[config.mk]
export PLATFORM = sky130hd
export DESIGN_NAME = fsm_counter_flat
export DESIGN_NICKNAME = d
export VERILOG_FILES = /design/src/rtl/fsm_counter_pkg.sv /design/src/rtl/fsm_counter_if.sv /design/src/rtl/fsm_cycle_counter.sv /design/src/rtl/fsm_counter.sv /design/src/flat_wrapper.sv
export SDC_FILE = /design/constraint.sdc
export NUM_CORES = 1
export LEC_CHECK = 0
export CAP_MARGIN = 5
export CELL_PAD_IN_SITES_DETAIL_PLACEMENT = 1
export CELL_PAD_IN_SITES_GLOBAL_PLACEMENT = 2
export CORE_MARGIN = 5
export CORE_UTILIZATION = 29
export DETAILED_ROUTE_END_ITERATION = 10
export GPL_ROUTABILITY_DRIVEN = 0
export PLACE_DENSITY = 0.76
export REMOVE_ABC_BUFFERS = 1
export SLEW_MARGIN = 30
export SYNTH_ARGS = -nofsm -noshare
export SYNTH_HDL_FRONTEND = slang
export SYNTH_HIERARCHICAL = 1
export SYNTH_SLANG_ARGS = --single-unit
[constraint.sdc]
create_clock -name clk -period 2.67 [get_ports clk]
set_input_delay 0.4005 -clock clk [delete_from_list [all_inputs] [get_ports clk]]
set_output_delay 0.4005 -clock clk [all_outputs]
set_load 0.01 [all_outputs]
[src/rtl/fsm_counter_pkg.sv]
// Shared types for the run-N-cycles sequencer: state encoding and default counter width.
package fsm_counter_pkg;

  localparam int CNT_WIDTH_DEF = 7;

  typedef enum logic [1:0] {
    S_IDLE = 2'd0,
    S_RUN  = 2'd1,
    S_DONE = 2'd2
  } state_t;

endpackage

[src/rtl/fsm_counter_if.sv]
// Start request / count and the three Moore status flags of the run-N-cycles sequencer.
interface fsm_counter_if
  import fsm_counter_pkg::*;
#(
  parameter int CNT_WIDTH = CNT_WIDTH_DEF
);

  logic                 i_run;
  logic [CNT_WIDTH-1:0] i_num_cnt;
  logic                 o_idle;
  logic                 o_running;
  logic                 o_done;

  modport master (
    output i_run, i_num_cnt,
    input  o_idle, o_running, o_done
  );

  modport slave (
    input  i_run, i_num_cnt,
    output o_idle, o_running, o_done
  );

endinterface

[src/rtl/fsm_cycle_counter.sv]
// Latched run length plus cycle counter; o_is_last flags the final RUN cycle.
// Load captures the count and restarts the counter; no handshake, controlled entirely by the FSM.
module fsm_cycle_counter
  import fsm_counter_pkg::*;
#(
  parameter int CNT_WIDTH = CNT_WIDTH_DEF
) (
  input  logic                 clk,
  input  logic                 reset,
  input  logic                 i_load,
  input  logic                 i_clr,
  input  logic                 i_en,
  input  logic [CNT_WIDTH-1:0] i_num_cnt,
  output logic                 o_is_last
);

  logic [CNT_WIDTH-1:0] r_num;
  logic [CNT_WIDTH-1:0] r_cnt;
  logic [CNT_WIDTH-1:0] w_last_val;

  // A zero count never reaches RUN, so the underflow of r_num-1 is never observed.
  assign w_last_val = r_num - CNT_WIDTH'(1);
  assign o_is_last  = (r_cnt == w_last_val);

  always_ff @(posedge clk) begin
    if (reset) begin
      r_num <= '0;
      r_cnt <= '0;
    end else if (i_load) begin
      r_num <= i_num_cnt;
      r_cnt <= '0;
    end else if (i_clr) begin
      r_cnt <= '0;
    end else if (i_en) begin
      r_cnt <= r_cnt + CNT_WIDTH'(1);
    end
  end

endmodule

[src/rtl/fsm_counter.sv]
// IDLE/RUN/DONE sequencer: an accepted i_run gives N cycles of o_running, then one o_done.
// o_done follows the accepting edge by N+1 cycles; i_run is ignored outside IDLE (no queuing).
module fsm_counter
  import fsm_counter_pkg::*;
#(
  parameter int CNT_WIDTH = CNT_WIDTH_DEF
) (
  input  logic         clk,
  input  logic         reset,
  fsm_counter_if.slave bus
);

  state_t r_state;
  state_t w_next_state;
  logic   w_load;
  logic   w_clr;
  logic   w_en;
  logic   w_is_last;

  fsm_cycle_counter #(
    .CNT_WIDTH (CNT_WIDTH)
  ) u_cnt (
    .clk       (clk),
    .reset     (reset),
    .i_load    (w_load),
    .i_clr     (w_clr),
    .i_en      (w_en),
    .i_num_cnt (bus.i_num_cnt),
    .o_is_last (w_is_last)
  );

  always_ff @(posedge clk) begin
    if (reset) begin
      r_state <= S_IDLE;
    end else begin
      r_state <= w_next_state;
    end
  end

  always_comb begin
    w_next_state = r_state;
    w_load       = 1'b0;
    w_clr        = 1'b0;
    w_en         = 1'b0;
    case (r_state)
      S_IDLE: begin
        if (bus.i_run) begin
          w_load       = 1'b1;
          w_next_state = (bus.i_num_cnt == '0) ? S_DONE : S_RUN;
        end
      end
      S_RUN: begin
        if (w_is_last) begin
          w_clr        = 1'b1;
          w_next_state = S_DONE;
        end else begin
          w_en = 1'b1;
        end
      end
      S_DONE:  w_next_state = S_IDLE;
      default: w_next_state = S_IDLE;
    endcase
  end

  assign bus.o_idle    = (r_state == S_IDLE);
  assign bus.o_running = (r_state == S_RUN);
  assign bus.o_done    = (r_state == S_DONE);

endmodule

[src/flat_wrapper.sv]
// flat-port wrapper written by rule: the top's interface ports become plain ports
module fsm_counter_flat import fsm_counter_pkg::*;
#(
  parameter int CNT_WIDTH = CNT_WIDTH_DEF
)
  (clk, reset, bus_i_run, bus_i_num_cnt, bus_o_idle, bus_o_running, bus_o_done);
  fsm_counter_if #(.CNT_WIDTH(CNT_WIDTH)) bus_i ();
  input  logic clk;
  input  logic reset;
  input wire logic [$bits(bus_i.i_run)-1:0] bus_i_run;
  input wire logic [$bits(bus_i.i_num_cnt)-1:0] bus_i_num_cnt;
  output wire logic [$bits(bus_i.o_idle)-1:0] bus_o_idle;
  output wire logic [$bits(bus_i.o_running)-1:0] bus_o_running;
  output wire logic [$bits(bus_i.o_done)-1:0] bus_o_done;
  assign bus_i.i_run = bus_i_run;
  assign bus_i.i_num_cnt = bus_i_num_cnt;
  assign bus_o_idle = bus_i.o_idle;
  assign bus_o_running = bus_i.o_running;
  assign bus_o_done = bus_i.o_done;
  fsm_counter #(.CNT_WIDTH(CNT_WIDTH)) u_core (.clk(clk), .reset(reset), .bus(bus_i));
endmodule
==> flow_summary.yaml <==
die:
  die_y_um: 67.5
  fp.dieArea_mm2: 0.00456
  die-width_um: 67.5
  core_area_mm2: 0.00310
  boundaryPins: 13
  start_util_pct: 30.9
  num_rows: 20
drt:
  drtAntennaViolNets: 0
  drc: 0
  routed_wl_um: 2410
  drt_iter0_drc: 11
  wl_per_cell_um: 14.3
  vias_per_cell: 4.95
  dr_total_vias: 837
  drt-pass1-iter-count: 4
setup_path:
  cp_max_fo: 7
  critPathBufInv: 2
  cp_top_family: "simple AND/OR/NAND/NOR gates"
  crit_path_end_kind: "register"
  cp_slowest_stage_delay_ns: 0.40
  required_ns: 2.89
  arrival_ns: 2.67
  start_kind: "register"
  path_cells: "inv_1, ha_2, nor3b_1, and4_2, nor3_1, a211oi_2, nor2b_2, buf_4, nand4_1, or3_1, a21oi_1"
  crit_type: "register to register"
  critPathSlowestCell: "dfxtp_2"
yosys:
  ys_seq_area_share_pct: 33.4
  syn-mean-instance-area_um2: 8.97
  netlist_area_um2: 960
  syn_inst: 107
  synthDistinctLibCells: 36
  ys_ff_latch: 16
  yosys_warnings: 6
global_route:
  grt_antenna_before_repair: 0
  first_global_vias: 856
  grt_max_degree: 11
  grt_pass1_wl_um: 4010
  grt_usage_pct: 11.9
  grt_remaining_overflow: 0
place:
  dpl.hpwl_um: 1980
  portBuffers: 12
  placed_area_mm2: 0.00115
cells_and_area:
  diodes: 0
  area_delta_synth_final_pct: 24.6
  final_cell_area_mm2: 0.00120
  final_common_cell: "nor2_1"
  nets: 139
  num-fill-cells: 388
  final_cell_mix: "nor2_1, dfxtp_1, clkdlybuf4s50_1, mux2i_1, xor2_1"
  drive_gt1_share_pct: 17.6
  final_util_pct: 38.5
clock_tree:
  cts.path.max_buffers: 2
  cts_tree: "done"
  cts_root_buffer: "clkbuf_4"
  hold_buffers: 0
  cts_made_buffers: 3
  cts_sinks: 16
  htree_levels: 1
  clk_latency_ns: 0.28
  cts.clk_slew.worst_paths_ns: 0.09
timing:
  final.setup_skew_ns: 0.00200
  period_share_pct: 91.9
  rsz0062_at_grt: "false"
  finalHoldViolations: 0
  slew_headroom_pct: 75.2
  hold_ws_ns: 0.542
  max_freq_mhz: 407
  finalSetupViolations: 0
  final.min_clock_period_ns: 2.45
  worstMarginPinSlew_ns: 0.371
  slew_viol_final: 0
hold_path:
  hold_class: "register to register"
run:
  cap_violations: 0
outcome:
  status: "completed"
pwr:
  cellLeakagePower_nw: 0.472
  ir_worst_vdd_v: 0.000197
  power.total_mw: 0.525
  p_per_area_mw_per_mm2: 439
[cell families after synthesis]
logic type,after synthesis,share of synthesized area (%)
AO/OA/AOI/OAI,14,10.8
XOR/XNOR,12,12.4
adder cells (fa/ha/maj),2,2.61
buffers and inverters,8,3.65
flip-flops,16,33.4
multiplexers,9,9.39
AND/OR/NAND/NOR,46,27.8
[flip-flops by register name, summed over array words and instances (netlist names)]
name / flops
u_core/u_cnt/r_cnt: 7
u_core/u_cnt/r_num: 7
u_core/r_state: 2
[per-layer routing]
| layer | global-route usage [%] | routed length, um |
|---|---|---|
| met5 | 0 | 0 |
| met1 | 13.7 | 1030 |
| met3 | 2.50 | 72 |
| met4 | 5.32 | 46 |
| met2 | 20.8 | 1260 |
[final timing paths]
kind	startpoint	to	slack (ns)	cells after the start
worst max-delay path	u_core/u_cnt/r_num[1]	u_core/u_cnt/r_cnt[5]	0.22	11
worst min-delay path	u_core/u_cnt/r_num[0]	u_core/u_cnt/r_num[0]	0.54	2
worst max register to register	u_core/u_cnt/r_num[1]	u_core/u_cnt/r_cnt[5]	0.22	11
worst min register to register	u_core/u_cnt/r_num[0]	u_core/u_cnt/r_num[0]	0.54	2
[stage by stage]
step                TNS (ns)  worst slack [ns]  cells
floorplan                  0             0.132    103
global placement           0            0.0537    164
detailed placement  -0.00451          -0.00451    164
CTS                        0            0.0190    167
global route               0            0.0199    169
finish                     0             0.216    169
[Yosys cell counts, drive strengths merged]
cell type / n / area share (%)
or4: 1 / 1.2
xnor3: 1 / 2.3
a211oi: 2 / 2.1
or3: 6 / 4.0
ha: 2 / 2.6
inv: 4 / 1.6
and3: 1 / 0.78
nand4: 2 / 1.3
mux2i: 9 / 9.4
nor4bb: 1 / 1.0
nor2: 16 / 6.3
nor3: 2 / 1.6
nor4b: 1 / 0.91
a2111o: 1 / 1.2
o32ai: 1 / 1.7
nand2: 6 / 2.3
nor3b: 2 / 1.6
a21oi: 3 / 1.6
o21ai: 5 / 2.6
or3b: 1 / 0.91
o21bai: 1 / 0.78
buf: 2 / 1.3
nand2b: 1 / 0.65
nor2b: 3 / 2.0
or4bb: 1 / 1.3
dfxtp: 16 / 33
or2b: 1 / 0.91
and4: 1 / 1.0
xnor2: 3 / 2.7
o2bb2ai: 1 / 0.91
clkbuf: 2 / 0.78
xor2: 8 / 7.3
[cell type report]
cell class	instances	area (um^2)	area share (%)
multi-input cells	83	609	50.9
flip-flops and latches	16	322	26.9
repair buffers	19	173	14.4
well taps	44	55.1	4.60
clock buffers	3	22.5	1.88
inverters	4	15.0	1.26
[tightest hold or removal path: stages (launching register included)]
cell and delay [ns]:
dfxtp_1 0.36, mux2i_1 0.08, nor2_1 0.07
[repair_timing]
action | CTS | global route
setup buffers | 0 | 2
endpoints found under the setup margin | 1 | 2
gates resized for setup | 1 | 3
[power by group]
| group | internal, mW | leakage (nW) | total, mW | switching (mW) |
|---|---|---|---|---|
| Clock | 0.0524 | 0.0138 | 0.127 | 0.0747 |
| Combinational | 0.0718 | 0.328 | 0.131 | 0.0595 |
| Sequential | 0.250 | 0.131 | 0.266 | 0.0164 |
Power figures use the tool's default switching activity.
